File: src/rtl/dnoc_itf_in_c_channel.sv
`default_nettype none
// ============================================================================
//  Module      : dnoc_itf_in_c_channel
//  Description : NoC ingress channel for one node. Consumes NoC flits,
//                enqueues the ones addressed to this node (or multicast) in
//                a 2-entry FIFO, counts dropped flits, and steers the head
//                entry to one of three consumers: read requests, core
//                responses or DMA responses. The head entry's fields are
//                decoded onto the hd_* outputs.
//  Ports       : clk, rst_n            - clock, async active-low reset
//                out_flit/last/valid   - incoming NoC flit (ready: out_ready)
//                rd_req_valid/ready    - read request channel (flit[4]=0)
//                core_rsp_valid/ready  - core response (flit[4]=1, [5]=0)
//                dma_rsp_valid/ready   - DMA response (flit[4]=1, [5]=1)
//                hd_*                  - head entry fields, 0 when empty
//                err_cnt, err_clr      - saturating dropped-flit counter
//  Revision    : 1.0 - initial release
// ============================================================================
module dnoc_itf_in_c_channel #(
    parameter logic [3:0] NODE_ID = 4'd0
) (
    input  logic         clk,
    input  logic         rst_n,
    input  logic [255:0] out_flit,
    input  logic         out_last,
    input  logic         out_valid,
    output logic         out_ready,
    output logic         rd_req_valid,
    input  logic         rd_req_ready,
    output logic         core_rsp_valid,
    input  logic         core_rsp_ready,
    output logic         dma_rsp_valid,
    input  logic         dma_rsp_ready,
    output logic [11:0]  hd_src_id,
    output logic         hd_mc,
    output logic         hd_req_from_dma,
    output logic         hd_access_mode,
    output logic [51:0]  hd_loop_lenth,
    output logic [51:0]  hd_loop_gap,
    output logic [12:0]  hd_pong_lenth,
    output logic [12:0]  hd_ping_lenth,
    output logic [10:0]  hd_pingpong_num,
    output logic         hd_pingpong_en,
    output logic [12:0]  hd_base_addr1,
    output logic [24:0]  hd_base_addr,
    output logic [7:0]   err_cnt,
    input  logic         err_clr
);

    // Only flit bits [254] and [198:4] are ever presented, so an entry
    // stores just those: entry[195] = flit[254], entry[194:0] = flit[198:4].
    // c_OFS maps a flit bit position onto the entry.
    localparam int          c_OFS   = 4;
    localparam int          c_EW    = 196;
    localparam logic [1:0]  c_FULL  = 2'd2;
    localparam logic [7:0]  c_ERR_MAX = 8'hFF;

    logic [c_EW-1:0] mem_q [2];
    logic [1:0]      cnt_q, cnt_d;
    logic            wr_ptr_q, rd_ptr_q;
    logic [7:0]      err_cnt_q, err_cnt_d;

    logic            w_accept, w_good, w_push, w_drop, w_pop, w_nonempty;
    logic [c_EW-1:0] w_entry, w_head;
    logic            w_unused_bits;

    // Destination bits are only used for the accept decision; the rest of
    // the unused flit bits are never presented.
    assign w_unused_bits = ^{out_flit[255], out_flit[253:199], out_flit[3:0]};

    // Ready depends on registered occupancy only: no path from consumers.
    assign out_ready = (cnt_q != c_FULL);

    assign w_accept = out_valid & out_ready;
    assign w_good   = out_last & ((out_flit[3:0] == NODE_ID) | out_flit[6]);
    assign w_push   = w_accept & w_good;
    assign w_drop   = w_accept & ~w_good;
    assign w_entry  = {out_flit[254], out_flit[198:4]};

    assign w_nonempty = (cnt_q != 2'd0);
    assign w_head     = w_nonempty ? mem_q[rd_ptr_q] : '0;

    // Class select from the head entry; all zero when empty since w_head
    // is forced to zero and the nonempty term gates the rd channel.
    assign rd_req_valid   = w_nonempty & ~w_head[4-c_OFS];
    assign core_rsp_valid = w_nonempty &  w_head[4-c_OFS] & ~w_head[5-c_OFS];
    assign dma_rsp_valid  = w_nonempty &  w_head[4-c_OFS] &  w_head[5-c_OFS];

    assign w_pop = (rd_req_valid   & rd_req_ready)
                 | (core_rsp_valid & core_rsp_ready)
                 | (dma_rsp_valid  & dma_rsp_ready);

    assign hd_src_id       = w_head[18-c_OFS:7-c_OFS];
    assign hd_mc           = w_head[6-c_OFS];
    assign hd_req_from_dma = w_head[5-c_OFS];
    assign hd_access_mode  = w_head[c_EW-1];
    assign hd_loop_lenth   = w_head[198-c_OFS:147-c_OFS];
    assign hd_loop_gap     = w_head[146-c_OFS:95-c_OFS];
    assign hd_pong_lenth   = w_head[94-c_OFS:82-c_OFS];
    assign hd_ping_lenth   = w_head[81-c_OFS:69-c_OFS];
    assign hd_pingpong_num = w_head[68-c_OFS:58-c_OFS];
    assign hd_pingpong_en  = w_head[57-c_OFS];
    assign hd_base_addr1   = w_head[56-c_OFS:44-c_OFS];
    assign hd_base_addr    = w_head[43-c_OFS:19-c_OFS];

    assign err_cnt = err_cnt_q;

    always_comb begin
        cnt_d = cnt_q;
        case ({w_push, w_pop})
            2'b10:   cnt_d = cnt_q + 2'd1;
            2'b01:   cnt_d = cnt_q - 2'd1;
            default: cnt_d = cnt_q;
        endcase
    end

    // Clear has priority over a drop in the same cycle.
    always_comb begin
        err_cnt_d = err_cnt_q;
        if (err_clr) begin
            err_cnt_d = 8'd0;
        end else if (w_drop && (err_cnt_q != c_ERR_MAX)) begin
            err_cnt_d = err_cnt_q + 8'd1;
        end
    end

    always_ff @(posedge clk or negedge rst_n) begin
        if (!rst_n) begin
            cnt_q     <= 2'd0;
            wr_ptr_q  <= 1'b0;
            rd_ptr_q  <= 1'b0;
            err_cnt_q <= 8'd0;
        end else begin
            cnt_q     <= cnt_d;
            err_cnt_q <= err_cnt_d;
            if (w_push) begin
                wr_ptr_q <= ~wr_ptr_q;
            end
            if (w_pop) begin
                rd_ptr_q <= ~rd_ptr_q;
            end
        end
    end

    // Storage needs no reset: contents are masked while cnt is zero.
    always_ff @(posedge clk) begin
        if (w_push) begin
            mem_q[wr_ptr_q] <= w_entry;
        end
    end

endmodule
`default_nettype wire
File: config.mk
export PLATFORM = sky130hd
export DESIGN_NAME = dnoc_itf_in_c_channel
export DESIGN_NICKNAME = d
export VERILOG_FILES = /design/src/rtl/dnoc_itf_in_c_channel.sv
export SDC_FILE = /design/constraint.sdc
export NUM_CORES = 1
export LEC_CHECK = 0
export CAP_MARGIN = 30
export CORE_UTILIZATION = 30
export CTS_BUF_LIST = sky130_fd_sc_hd__clkbuf_4 sky130_fd_sc_hd__clkbuf_8 sky130_fd_sc_hd__clkbuf_16
export DETAILED_ROUTE_END_ITERATION = 16
export REMOVE_ABC_BUFFERS = 1
export SLEW_MARGIN = 0
export SYNTH_ARGS = -nofsm -noshare
export SYNTH_HDL_FRONTEND = slang
export SYNTH_SLANG_ARGS = --single-unit
File: constraint.sdc
create_clock -name clk -period 24.9 [get_ports clk]
set_clock_uncertainty 0.15 [all_clocks]
set_input_delay 3.735 -clock clk [delete_from_list [all_inputs] [get_ports clk]]
set_output_delay 3.735 -clock clk [all_outputs]
set_load 0.1 [all_outputs]
==> flow_summary.rst <==
.. list-table::
   :header-rows: 1

   * - Metric
     - Value
   * - Number of flops mapped to enable cells by yosys
     - a little under 400
   * - Area of the multi-input gates
     - between 3000 and 4000 um^2
   * - Gate Count Post-Synth
     - 913
   * - Y dimension of the die
     - around 230 um
   * - Setup Buffers After CTS
     - 0
   * - Main synth FF type
     - sky130_fd_sc_hd__edfxtp_1
   * - Status
     - finished clean
   * - H-Tree Level Count
     - 2
   * - Critical path required time
     - 21.01 ns
   * - Area added between synthesis and finish
     - 44.3%
   * - Max frequency
     - between 100 and 150 MHz
   * - Routing usage on met3
     - 4.77%
   * - Drc violations
     - 0
   * - Ordered list of cells on the worst path
     - buf_4 -> buf_4 -> mux2i_1 -> nor2_1 -> clkdlybuf4s50_1
   * - TritonCTS clock tree
     - built
   * - HPWL after detailed placement
     - about 23 mm
   * - Period minus WS final
     - between 8 and 9 ns
   * - Count of filler cells inserted in the layout
     - approximately 4500
   * - Max Buffers Root-to-Sink
     - 3
   * - M1 GR Usage
     - 16.1%
   * - Transition at the pin with the smallest max-transition slack
     - roughly 1.0 ns
   * - Total die area
     - around 52000 um^2
   * - CP dominant cell by count
     - sky130_fd_sc_hd__buf_4
   * - Part of the Yosys area used for sequential elements
     - 78.1%
   * - Global placement routability congestion
     - around 0.76
   * - Setup tns final
     - 0 ns
   * - CTS root buf
     - sky130_fd_sc_hd__clkbuf_16
   * - WL per Instance
     - between 15 and 20 um
   * - CORE AREA
     - between 50000 and 60000 um^2
   * - Cell area after synthesis
     - roughly 15000 um^2
   * - Worst-path maximum fanout
     - 53
   * - Global-route wire length before repair
     - approximately 55 mm
   * - Starting Density
     - 30.6%
   * - Drt first-iter violations
     - between 300 and 400
   * - Remaining global-route overflow
     - 0
   * - I/O pins
     - between 400 and 500
   * - Met2 GRT Util
     - ~22%
   * - Initial antenna violation count
     - 3
   * - I/O Buffers
     - 414
   * - Type of element launching the critical path
     - flop
   * - Cts-stage hold buffer count
     - 0
   * - Worst min-delay path class
     - reg -> reg
   * - Startpoint of the lowest-slack register-to-register path
     - cnt_q[1]
   * - Fraction of the cycle the final worst path needs
     - a little over a third
   * - Slowest cell delay on critical path
     - ~1.2 ns
   * - CTS clock-pin slew for the worst setup and hold paths
     - 0.06 ns
   * - Number of vias per cell after detailed routing
     - between 4 and 5
   * - DRT Wirelength
     - 35.8 mm
   * - Combined flip-flop and latch cell area
     - between 10000 and 15000 um^2
   * - Slowest-stage cell, CP
     - sky130_fd_sc_hd__clkdlybuf4s50_1
   * - Final ANT Viol Nets
     - 0
   * - Startpoint of the worst hold path
     - cnt_q[1]
   * - Yosys Warn Count
     - 0
   * - Row Count
     - 82
   * - Detailed-routing iteration count for the pre-antenna-repair pass
     - 6
   * - Via count of the first global-routing pass
     - about 9300
   * - Quantity of gates resized following cts
     - 0
   * - Worst path arrival time
     - roughly 4.9 ns
   * - Total global-route track usage
     - 13.5%
   * - Setup repair after global routing missed its margin
     - false
   * - Mean instance size in the synthesized netlist
     - around 17 um^2
   * - Max_slew headroom
     - a little under a third
   * - Crit Path Category
     - reg -> out
   * - FFs w/ async S/R, synth
     - approximately 3.0%
   * - Number of CTS-inserted buffers
     - 44
   * - Nets
     - 1622
   * - Flip-flop and latch count after synthesis
     - 404
   * - Maximum number of pins on one net before global-route repair
     - 82
   * - Sinks on the clock net
     - approximately 400
   * - Clock insertion delay at the later pin of the skew report
     - 0.55 ns
   * - Hold Vio Cnt, Final
     - 0
   * - Setup violation total in the final timing report
     - 0
   * - CP Launch Point
     - rd_ptr_q
   * - Fin. max-slew vios
     - 0
   * - Number of vias in the routed layout
     - between 9000 and 10000
   * - Layout cells sized above 1
     - between 8 and 9%
   * - Global route hottest layer
     - met2
   * - Critical path endpoint category
     - output pin
   * - Max-cap violation count
     - 0
   * - Horizontal extent of the die
     - ~230 um
   * - Count of distinct cell types in the synthesized netlist
     - 40
cells by family (layout without fill, tap and decap cells):
family,count (synthesis),after routing,share of synthesized area [%]
DFF,404,404,78.1
and+or+nand+nor,234,234,6.18
muxes,199,199,13.0
buffers and inverters,52,524,1.49
AOI/OAI and AO/OA,18,18,0.907
xor gates and xnor gates,4,4,0.227
adders and majority gates,2,2,0.162
other,0,1,0
layout by cell type (no fill, tap or decap), types with 2 or more instances in the layout:
cell and instances:
sky130_fd_sc_hd__mux2_4 2, sky130_fd_sc_hd__clkinvlp_4 2, sky130_fd_sc_hd__o21ai_0 2, sky130_fd_sc_hd__edfxtp_1 392, sky130_fd_sc_hd__clkbuf_4 6, sky130_fd_sc_hd__nand2_1 5, sky130_fd_sc_hd__nor2_1 204, sky130_fd_sc_hd__clkinv_2 8
sky130_fd_sc_hd__buf_4 12, sky130_fd_sc_hd__ha_1 2, sky130_fd_sc_hd__nor2b_1 3, sky130_fd_sc_hd__a21oi_1 6, sky130_fd_sc_hd__bufinv_16 5, sky130_fd_sc_hd__o31ai_1 2, sky130_fd_sc_hd__inv_6 2, sky130_fd_sc_hd__inv_1 4
sky130_fd_sc_hd__nand4_1 2, sky130_fd_sc_hd__nand3_1 5, sky130_fd_sc_hd__clkdlybuf4s50_1 414, sky130_fd_sc_hd__clkinv_1 6, sky130_fd_sc_hd__clkbuf_16 45, sky130_fd_sc_hd__mux2i_1 196, sky130_fd_sc_hd__dfrtp_1 11, sky130_fd_sc_hd__buf_16 19
sky130_fd_sc_hd__nor2_4 3, sky130_fd_sc_hd__xnor2_1 3
per-stage QoR:
step / utilization (%) / cell area, um^2 / hold slack [ns] / worst slack, ns / std cells
5_1_grt: 44.2 / 22300 / 0.399 / 15.92 / 2058
4_1_cts: 44.0 / 22200 / 0.387 / 16.02 / 2053
6_report: 44.2 / 22300 / 0.384 / 16.17 / 2058
3_5_place_dp: 41.1 / 20800 / 0.377 / 16.67 / 1978
2_1_floorplan: - / 15200 / 0.306 / 11.19 / 865
3_3_place_gp: 40.3 / 20300 / 0.373 / 16.69 / 1963
state kept, by name, indices dropped and copies added (netlist names):
register	cells
wr_ptr_q	1
cnt_q	2
mem_q	392
rd_ptr_q	1
err_cnt	8
cell usage after synthesis, types with 3 or more instances:
cell                         n  share of area, %
sky130_fd_sc_hd__a21oi_1     6              0.19
sky130_fd_sc_hd__buf_2      22              0.71
sky130_fd_sc_hd__clkbuf_1   25              0.61
sky130_fd_sc_hd__dfrtp_1    12               1.9
sky130_fd_sc_hd__edfxtp_1  392                76
sky130_fd_sc_hd__inv_1       4             0.097
sky130_fd_sc_hd__mux2i_1   196                13
sky130_fd_sc_hd__nand2_1     5              0.12
sky130_fd_sc_hd__nand3_1     5              0.16
sky130_fd_sc_hd__nor2_1    207               5.0
sky130_fd_sc_hd__nor2b_1     3              0.12
sky130_fd_sc_hd__xnor2_1     3              0.17
worst max-delay path, delay by kind of cell, from the launching register on:
| family | cells | cell delay [ns] |
|---|---|---|
| muxes | 1 | 0.23 |
| buffers and inverters | 3 | 2.86 |
| and+or+nand+nor | 1 | 0.17 |
| DFF | 1 | 0.87 |
cell type report:
type                       count  area share, %
sequential                   404           54.1
timing repair buffer         445           21.3
multi-input combinational    457           14.3
clock buffer                  52           5.31
tap                          672           3.77
clock inverter                23           1.10
inverter                       4         0.0673
antenna                        1         0.0112
worst paths after layout:
kind | to | slack [ns] | depth (start not counted)
setup / recovery | hd_base_addr[9] | 16.17 | 5
hold / removal | cnt_q[1] | 0.38 | 1
setup reg to reg | mem_q[0][10] | 21.09 | 5
hold reg to reg | cnt_q[1] | 0.38 | 1
max in group asynchronous | rd_ptr_q | 20.72 | 1
min in group asynchronous | err_cnt[7] | 3.42 | 1
routing by layer:
metal  up-vias  part of all wire, %
met2       284                   49
met1      4396                   41
met3        63                  8.1
li1       4288                    -
met4         4                  2.6
met5         -                0.073
Power is not shown: default switching activity piles up to over one toggle a cycle in this logic, so the estimate is an artifact.
